<file path="config.mk">
export PLATFORM = sky130hd
export DESIGN_NAME = rf_write_arbiter_flat
export DESIGN_NICKNAME = d
export VERILOG_FILES = /design/src/rtl/rf_write_arbiter_if.sv /design/src/rtl/rf_write_arbiter.sv /design/src/flat_wrapper.sv
export SDC_FILE = /design/constraint.sdc
export NUM_CORES = 1
export LEC_CHECK = 0
export ABC_CLOCK_PERIOD_IN_PS = 8700
export BUFFER_PORTS_ARGS = -buffer_cell sky130_fd_sc_hd__buf_2
export CORE_ASPECT_RATIO = 0.9
export CORE_MARGIN = 5
export CORE_UTILIZATION = 48
export DETAILED_ROUTE_END_ITERATION = 8
export PLACE_DENSITY = 0.76
export SLEW_MARGIN = 20
export SYNTH_ARGS = -nofsm -noshare
export SYNTH_HDL_FRONTEND = slang
export SYNTH_SLANG_ARGS = --single-unit
</file>
<file path="constraint.sdc">
create_clock -name clk -period 8.7 [get_ports clk]
set_clock_uncertainty 0.2 [all_clocks]
set_input_delay 0.435 -clock clk [delete_from_list [all_inputs] [get_ports clk]]
set_output_delay 0.435 -clock clk [all_outputs]
set_load 0.05 [all_outputs]
</file>
<file path="src/rtl/rf_write_arbiter_if.sv">
// -----------------------------------------------------------------------------
// rf_write_arbiter_if
//
// Purpose: bundles every non-clock signal of the register-file write arbiter
// so the core and its environment connect through one port.
//
// Signal summary (direction as seen by the arbiter, i.e. the slave modport):
//   pipe_we/pipe_rd/pipe_wdata   in   writeback-stage write request (unstallable)
//   ll_issue/ll_issue_rd         in   decode issues a long-latency op to rd
//   ll_valid/ll_rd/ll_wdata      in   long-latency unit result
//   ll_ready                     out  result accepted when ll_valid && ll_ready
//   rs1_reg/rs2_reg/rd_reg       in   decode-stage hazard query
//   sb_stall                     out  decode must hold the current instruction
//   wb_hold                      out  pipeline must drop pipe_we next cycle
//   rf_we/rf_rd/rf_wdata         out  single register-file write port
//   busy_mask                    out  registered scoreboard, one bit per xN
// -----------------------------------------------------------------------------
interface rf_write_arbiter_if;
    logic        pipe_we;
    logic [4:0]  pipe_rd;
    logic [31:0] pipe_wdata;
    logic        ll_issue;
    logic [4:0]  ll_issue_rd;
    logic        ll_valid;
    logic [4:0]  ll_rd;
    logic [31:0] ll_wdata;
    logic        ll_ready;
    logic [4:0]  rs1_reg;
    logic [4:0]  rs2_reg;
    logic [4:0]  rd_reg;
    logic        sb_stall;
    logic        wb_hold;
    logic        rf_we;
    logic [4:0]  rf_rd;
    logic [31:0] rf_wdata;
    logic [31:0] busy_mask;

    // Environment side: pipeline, decode and long-latency unit.
    modport master (
        output pipe_we, pipe_rd, pipe_wdata,
        output ll_issue, ll_issue_rd,
        output ll_valid, ll_rd, ll_wdata,
        output rs1_reg, rs2_reg, rd_reg,
        input  ll_ready, sb_stall, wb_hold,
        input  rf_we, rf_rd, rf_wdata, busy_mask
    );

    // Arbiter side.
    modport slave (
        input  pipe_we, pipe_rd, pipe_wdata,
        input  ll_issue, ll_issue_rd,
        input  ll_valid, ll_rd, ll_wdata,
        input  rs1_reg, rs2_reg, rd_reg,
        output ll_ready, sb_stall, wb_hold,
        output rf_we, rf_rd, rf_wdata, busy_mask
    );
endinterface

</file>
<file path="src/rtl/rf_write_arbiter.sv">
// -----------------------------------------------------------------------------
// rf_write_arbiter
//
// Purpose: shares one register-file write port between the unstallable
// writeback pipe and a buffered long-latency unit. Long-latency results wait
// in a small FIFO and drain whenever the pipe is idle; if the pipe starves the
// FIFO for STARVE_LIMIT cycles, a one-cycle wb_hold forces a free slot. A
// scoreboard tracks destinations of outstanding long-latency ops and raises
// sb_stall for decode-stage RAW/WAW hazards.
//
// Parameters:
//   STARVE_LIMIT  blocked cycles tolerated before a hold is forced (>= 1)
//   LL_DEPTH      result FIFO depth, 2 or 4 (power of two: pointers wrap)
//
// Ports:
//   clk   rising-edge clock
//   rst   asynchronous active-high reset
//   bus   rf_write_arbiter_if.slave (see interface header for signals)
// -----------------------------------------------------------------------------
module rf_write_arbiter #(
    parameter int STARVE_LIMIT = 4,
    parameter int LL_DEPTH     = 2
) (
    input  logic                 clk,
    input  logic                 rst,
    rf_write_arbiter_if.slave    bus
);

    localparam int PTR_W    = $clog2(LL_DEPTH);
    localparam int CNT_W    = $clog2(LL_DEPTH + 1);
    localparam int STARVE_W = (STARVE_LIMIT > 1) ? $clog2(STARVE_LIMIT) : 1;
    localparam logic [STARVE_W-1:0] STARVE_MAX = STARVE_W'(STARVE_LIMIT - 1);
    localparam logic [CNT_W-1:0]    FULL_CNT   = CNT_W'(LL_DEPTH);

    typedef struct packed {
        logic [4:0]  rd;
        logic [31:0] wdata;
    } ll_entry_t;

    typedef enum logic [1:0] {
        ST_IDLE  = 2'd0,   // FIFO empty
        ST_WAIT  = 2'd1,   // FIFO holds at least one result
        ST_FORCE = 2'd2    // wb_hold cycle; pipe must be idle next cycle
    } state_e;

    ll_entry_t              fifo_q [LL_DEPTH];
    ll_entry_t              fifo_d [LL_DEPTH];
    logic [PTR_W-1:0]       rd_ptr_q, rd_ptr_d;
    logic [PTR_W-1:0]       wr_ptr_q, wr_ptr_d;
    logic [CNT_W-1:0]       count_q, count_d;
    state_e                 state_q, state_d;
    logic [STARVE_W-1:0]    starve_q, starve_d;
    logic [31:0]            busy_q, busy_d;

    ll_entry_t head;
    logic      full, empty, push, pop, blocked, issue_set;
    logic      stall_rs1, stall_rs2, stall_rd;

    // NOTE: every signal assigned in this block gets a default first, so no
    // path leaves a value unassigned and no latch is inferred.
    always_comb begin
        head  = fifo_q[rd_ptr_q];
        full  = (count_q == FULL_CNT);
        empty = (count_q == '0);

        // ll_ready looks at occupancy only: a full FIFO refuses even when it
        // pops this cycle, so there is never a push-through.
        bus.ll_ready = !rst && !full;
        push         = bus.ll_valid && bus.ll_ready;

        // Pipe always wins the write port; the FIFO drains into idle slots.
        pop     = !bus.pipe_we && !empty;
        blocked = bus.pipe_we && !empty;

        bus.rf_we    = !rst && (bus.pipe_we || (pop && head.rd != 5'd0));
        bus.rf_rd    = bus.pipe_we ? bus.pipe_rd    : head.rd;
        bus.rf_wdata = bus.pipe_we ? bus.pipe_wdata : head.wdata;

        // Scoreboard query uses registered busy bits only; x0 never stalls.
        stall_rs1    = (bus.rs1_reg != 5'd0) && busy_q[bus.rs1_reg];
        stall_rs2    = (bus.rs2_reg != 5'd0) && busy_q[bus.rs2_reg];
        stall_rd     = (bus.rd_reg  != 5'd0) && busy_q[bus.rd_reg];
        bus.sb_stall = !rst && (stall_rs1 || stall_rs2 || stall_rd);

        issue_set = bus.ll_issue && !bus.sb_stall && (bus.ll_issue_rd != 5'd0);

        // FIFO storage and pointers.
        fifo_d   = fifo_q;
        rd_ptr_d = rd_ptr_q;
        wr_ptr_d = wr_ptr_q;
        if (push) begin
            fifo_d[wr_ptr_q] = '{rd: bus.ll_rd, wdata: bus.ll_wdata};
            wr_ptr_d         = wr_ptr_q + 1'b1;
        end
        if (pop) begin
            rd_ptr_d = rd_ptr_q + 1'b1;
        end

        unique case ({push, pop})
            2'b10:   count_d = count_q + 1'b1;
            2'b01:   count_d = count_q - 1'b1;
            default: count_d = count_q;
        endcase

        // Clear is applied before set so a same-cycle issue to the popped
        // register leaves its bit set.
        busy_d = busy_q;
        if (pop && head.rd != 5'd0) begin
            busy_d[head.rd] = 1'b0;
        end
        if (issue_set) begin
            busy_d[bus.ll_issue_rd] = 1'b1;
        end

        // Starvation counter: only blocked WAIT cycles count, and it saturates
        // at STARVE_MAX. It is held through FORCE so a pipe write in the
        // post-FORCE cycle re-enters FORCE immediately.
        starve_d = starve_q;
        if (pop) begin
            starve_d = '0;
        end else if (state_q == ST_WAIT && blocked && starve_q != STARVE_MAX) begin
            starve_d = starve_q + 1'b1;
        end

        state_d = state_q;
        unique case (state_q)
            ST_IDLE: begin
                if (push) state_d = ST_WAIT;
            end
            ST_WAIT: begin
                if (blocked && starve_q == STARVE_MAX) state_d = ST_FORCE;
                else if (count_d == '0)                state_d = ST_IDLE;
            end
            ST_FORCE: begin
                state_d = (count_d == '0) ? ST_IDLE : ST_WAIT;
            end
            default: state_d = ST_IDLE;
        endcase

        // Decoded from the state register, so wb_hold is a registered output.
        bus.wb_hold   = (state_q == ST_FORCE);
        bus.busy_mask = busy_q;
    end

    // NOTE: sequential state uses non-blocking assignments so every flop
    // samples the pre-edge values computed above.
    always_ff @(posedge clk or posedge rst) begin
        if (rst) begin
            rd_ptr_q <= '0;
            wr_ptr_q <= '0;
            count_q  <= '0;
            state_q  <= ST_IDLE;
            starve_q <= '0;
            busy_q   <= '0;
        end else begin
            rd_ptr_q <= rd_ptr_d;
            wr_ptr_q <= wr_ptr_d;
            count_q  <= count_d;
            state_q  <= state_d;
            starve_q <= starve_d;
            busy_q   <= busy_d;
        end
    end

    // NOTE: the FIFO storage array is not reset; count_q and the pointers
    // decide which entries are valid, so stale data is never observed.
    always_ff @(posedge clk) begin
        fifo_q <= fifo_d;
    end

endmodule

</file>
<file path="src/flat_wrapper.sv">
// flat-port wrapper written by rule: the top's interface ports become plain ports
module rf_write_arbiter_flat 
#(
    parameter int STARVE_LIMIT = 4,
    parameter int LL_DEPTH     = 2
)
  (clk, rst, bus_pipe_we, bus_pipe_rd, bus_pipe_wdata, bus_ll_issue, bus_ll_issue_rd, bus_ll_valid, bus_ll_rd, bus_ll_wdata, bus_rs1_reg, bus_rs2_reg, bus_rd_reg, bus_ll_ready, bus_sb_stall, bus_wb_hold, bus_rf_we, bus_rf_rd, bus_rf_wdata, bus_busy_mask);
  rf_write_arbiter_if bus_i ();
  input  logic clk;
  input  logic rst;
  input wire logic [$bits(bus_i.pipe_we)-1:0] bus_pipe_we;
  input wire logic [$bits(bus_i.pipe_rd)-1:0] bus_pipe_rd;
  input wire logic [$bits(bus_i.pipe_wdata)-1:0] bus_pipe_wdata;
  input wire logic [$bits(bus_i.ll_issue)-1:0] bus_ll_issue;
  input wire logic [$bits(bus_i.ll_issue_rd)-1:0] bus_ll_issue_rd;
  input wire logic [$bits(bus_i.ll_valid)-1:0] bus_ll_valid;
  input wire logic [$bits(bus_i.ll_rd)-1:0] bus_ll_rd;
  input wire logic [$bits(bus_i.ll_wdata)-1:0] bus_ll_wdata;
  input wire logic [$bits(bus_i.rs1_reg)-1:0] bus_rs1_reg;
  input wire logic [$bits(bus_i.rs2_reg)-1:0] bus_rs2_reg;
  input wire logic [$bits(bus_i.rd_reg)-1:0] bus_rd_reg;
  output wire logic [$bits(bus_i.ll_ready)-1:0] bus_ll_ready;
  output wire logic [$bits(bus_i.sb_stall)-1:0] bus_sb_stall;
  output wire logic [$bits(bus_i.wb_hold)-1:0] bus_wb_hold;
  output wire logic [$bits(bus_i.rf_we)-1:0] bus_rf_we;
  output wire logic [$bits(bus_i.rf_rd)-1:0] bus_rf_rd;
  output wire logic [$bits(bus_i.rf_wdata)-1:0] bus_rf_wdata;
  output wire logic [$bits(bus_i.busy_mask)-1:0] bus_busy_mask;
  assign bus_i.pipe_we = bus_pipe_we;
  assign bus_i.pipe_rd = bus_pipe_rd;
  assign bus_i.pipe_wdata = bus_pipe_wdata;
  assign bus_i.ll_issue = bus_ll_issue;
  assign bus_i.ll_issue_rd = bus_ll_issue_rd;
  assign bus_i.ll_valid = bus_ll_valid;
  assign bus_i.ll_rd = bus_ll_rd;
  assign bus_i.ll_wdata = bus_ll_wdata;
  assign bus_i.rs1_reg = bus_rs1_reg;
  assign bus_i.rs2_reg = bus_rs2_reg;
  assign bus_i.rd_reg = bus_rd_reg;
  assign bus_ll_ready = bus_i.ll_ready;
  assign bus_sb_stall = bus_i.sb_stall;
  assign bus_wb_hold = bus_i.wb_hold;
  assign bus_rf_we = bus_i.rf_we;
  assign bus_rf_rd = bus_i.rf_rd;
  assign bus_rf_wdata = bus_i.rf_wdata;
  assign bus_busy_mask = bus_i.busy_mask;
  rf_write_arbiter #(.STARVE_LIMIT(STARVE_LIMIT), .LL_DEPTH(LL_DEPTH)) u_core (.clk(clk), .rst(rst), .bus(bus_i));
endmodule
</file>
==> flow_summary.ini <==
[sta]
min_period_ns = 3.49
setup_viol = 0
worst_pin_slew_ns = 0.877
period_share_pct = 40.1
max-slew-margin-rel_pct = 41.5
hold_viol = 0
rsz0062_at_grt = false
hold-worst-slack_ns = 0.0135
drv_slew = 0
fmax_mhz = 287
tns_ns = 0

[clock_tree]
cts_sinks = 114
cts_buffers = 17
cts_tree = done
clk_latency_ns = 0.41
clk_pin_slew_ns = 0.05
clock_path_buffers = 2
cts_resized = 0
clockRootBuffer = clkbuf_16
htreeDepth = 4

[synth]
syn-cell-area_sq_mm = 0.00616
ys_types = 51
synth_edf_count = 74
synth.net_count = 653
syn_inst = 552
postSynthAreaPerCell_sq_um = 11.2
ys_async_sr_fraction_pct = 35.1
yosys.area.top_type = edfxtp_1
ys_seq_area_share_pct = 52.4
ys_ff_latch = 114
yosys-top-cells-area = edfxtp_1, dfrtp_1, mux2i_1, o21ai_0, a31o_1
yosys_warnings = 0
ys.flop_type = edfxtp_1
synth_top_area_share_pct = 36.1

[floorplan]
dieArea_sq_mm = 0.0152
chipHeight_um = 117
initial_utilization_pct = 48.7
core_region_area_sq_mm = 0.0126
die_x_um = 129
rows = 39
num_io_pins = 172

[worst_setup_path]
rrSetupSlack_ns = 5.95
cp_max_fo = 21
worstPathArrival_ns = 2.85
crit_start = u_core.bus.busy_mask[27]
r2r_start = u_core.rd_ptr_q
end_kind = output port
r2r.worst_path.cells = 7
required_ns = 8.07
cp-start-kind = register
worstSetupPathType = register to output port

[min_path]
whs_path_depth = 1
hold_class = primary input to register
worstHoldStart = bus_ll_wdata[1]

[routing]
drt-wirelength-per-cell_um = 19.0
ant_nets = 0
postRouteWirelength_um = 17000
dr.pass1.iters = 5
dr_total_vias = 5302
drt_iter0_drc = 469
routed_via_density = 5.90
drc = 0

[layout]
final_cell_mix = buf_2, o21ai_0, edfxtp_1, nand2_1, mux2i_1
mostFrequentLayoutCell = buf_2
area_delta_synth_final_pct = 26.6
drive_above_1_share_pct = 31.6
final_net_count = 822
antenna_cells = 0
stdcell_area_sq_mm = 0.00779

[global_routing]
grt_usage_pct = 22.1
grt_pass1_wl_um = 26400
grt_antenna_before_repair = 0
grt_max_degree = 78
gr-total-overflow = 0
grt_pass1_vias = 5216

[placement]
dpl.hpwl_um = 12000
gp_congestion = 0.891
postPlaceCellArea_sq_mm = 0.00708
numPortBuffers = 171

[power_and_ir_drop]
finalPower_mw = 2.69
ir_drop_v = 0.000151
powerDensity_mw_per_mm2 = 345
leakage_nw = 3.24

[flow_run]
cap_violations = 0

[outcome]
outcome = finished, final reports clean
synth_stat cells (2+ instances only):
master and n:
mux4_2 10, xor2_1 2, mux4_1 3, nand3_2 2, a2111oi_0 2, a31o_1 29
or3b_2 3, mux2i_1 53, ha_1 2, nand2_1 57, a31o_2 2, a211oi_1 2
inv_1 10, o21ai_0 104, dfrtp_1 40, buf_2 11, o32ai_1 4, a21oi_1 10
nand3_1 7, or3_1 2, xnor2_1 3, a32o_1 4, edfxtp_1 74, nand2b_1 6
nor2b_1 6, nor2_1 44, nand3b_1 8, clkbuf_1 18, nand4_1 3, a22oi_1 2
mux2_2 3, nand4b_1 3, buf_6 4, o211ai_1 2
through the flow:
step	instances	worst slack (ns)	util (%)
3_5_place_dp	857	5.06	56.0
5_1_grt	898	5.09	61.6
4_1_cts	893	4.88	61.0
3_3_place_gp	857	5.12	56.0
2_1_floorplan	552	4.87	-
6_report	898	5.21	61.6
routing by layer:
metal | routed length, um | vias up | GRT usage (%)
li1 | - | 2430 | -
met1 | 6790 | 2537 | 28.7
met2 | 7920 | 296 | 33.8
met3 | 1850 | 39 | 6.64
met4 | 460 | 0 | 10.2
met5 | 0 | - | 0
worst paths after layout:
kind | end
max | bus_sb_stall
min | u_core.fifo_q[38]
max reg2reg | u_core.bus.busy_mask[12]
min reg2reg | u_core.bus.busy_mask[0]
max in group asynchronous | u_core.rd_ptr_q
min in group asynchronous | u_core.starve_q[0]
power by group:
group	internal [mW]	switching [mW]	leakage (nW)
sequential	0.715	0.171	1.17
clock	0.448	0.246	0.275
combinational	0.365	0.746	1.80
total	1.53	1.16	3.24
sequential cells by signal, summed over array words and instances (netlist names):
name                  cells
u_core.starve_q           2
u_core.rd_ptr_q           1
u_core.count_q            2
u_core.state_q            2
u_core.bus.busy_mask     32
u_core.fifo_q            74
u_core.wr_ptr_q           1
cells by family (layout without fill, tap and decap cells):
group / Yosys count / after routing / share of synthesized area, %
AOI/OAI and AO/OA: 167 / 167 / 16.7
xor gates and xnor gates: 5 / 5 / 0.712
adders and majority gates: 2 / 2 / 0.406
buffers and inverters: 44 / 226 / 3.46
DFF: 114 / 114 / 52.4
muxes: 70 / 70 / 14.3
and+or+nand+nor: 150 / 150 / 12.1
final cells by class:
cell class	instances	area, sq um
clock inverters	14	163
flip-flops and latches	114	3220
repair buffers	184	1000
well taps	164	205
clock buffers	18	429
inverters	10	37.5
multi-input cells	394	2730
fillers	977	4850
repair_timing:
| action | 4_1_cts | 5_1_grt |
|---|---|---|
| hold endpoints to repair | 8 | 5 |
| setup buffers | 0 | 0 |
| hold buffers | 4 | 3 |
worst max-delay path, cell delays in order (launching register included):
cell	delay, ns
dfrtp_1	0.43
mux4_1	0.53
mux2_2	0.29
nand3_2	0.09
nand3b_4	0.09
nor3_4	0.48
buf_16	0.23
a21oi_1	0.08
buf_2	0.23
Power figures use the tool's default switching activity.
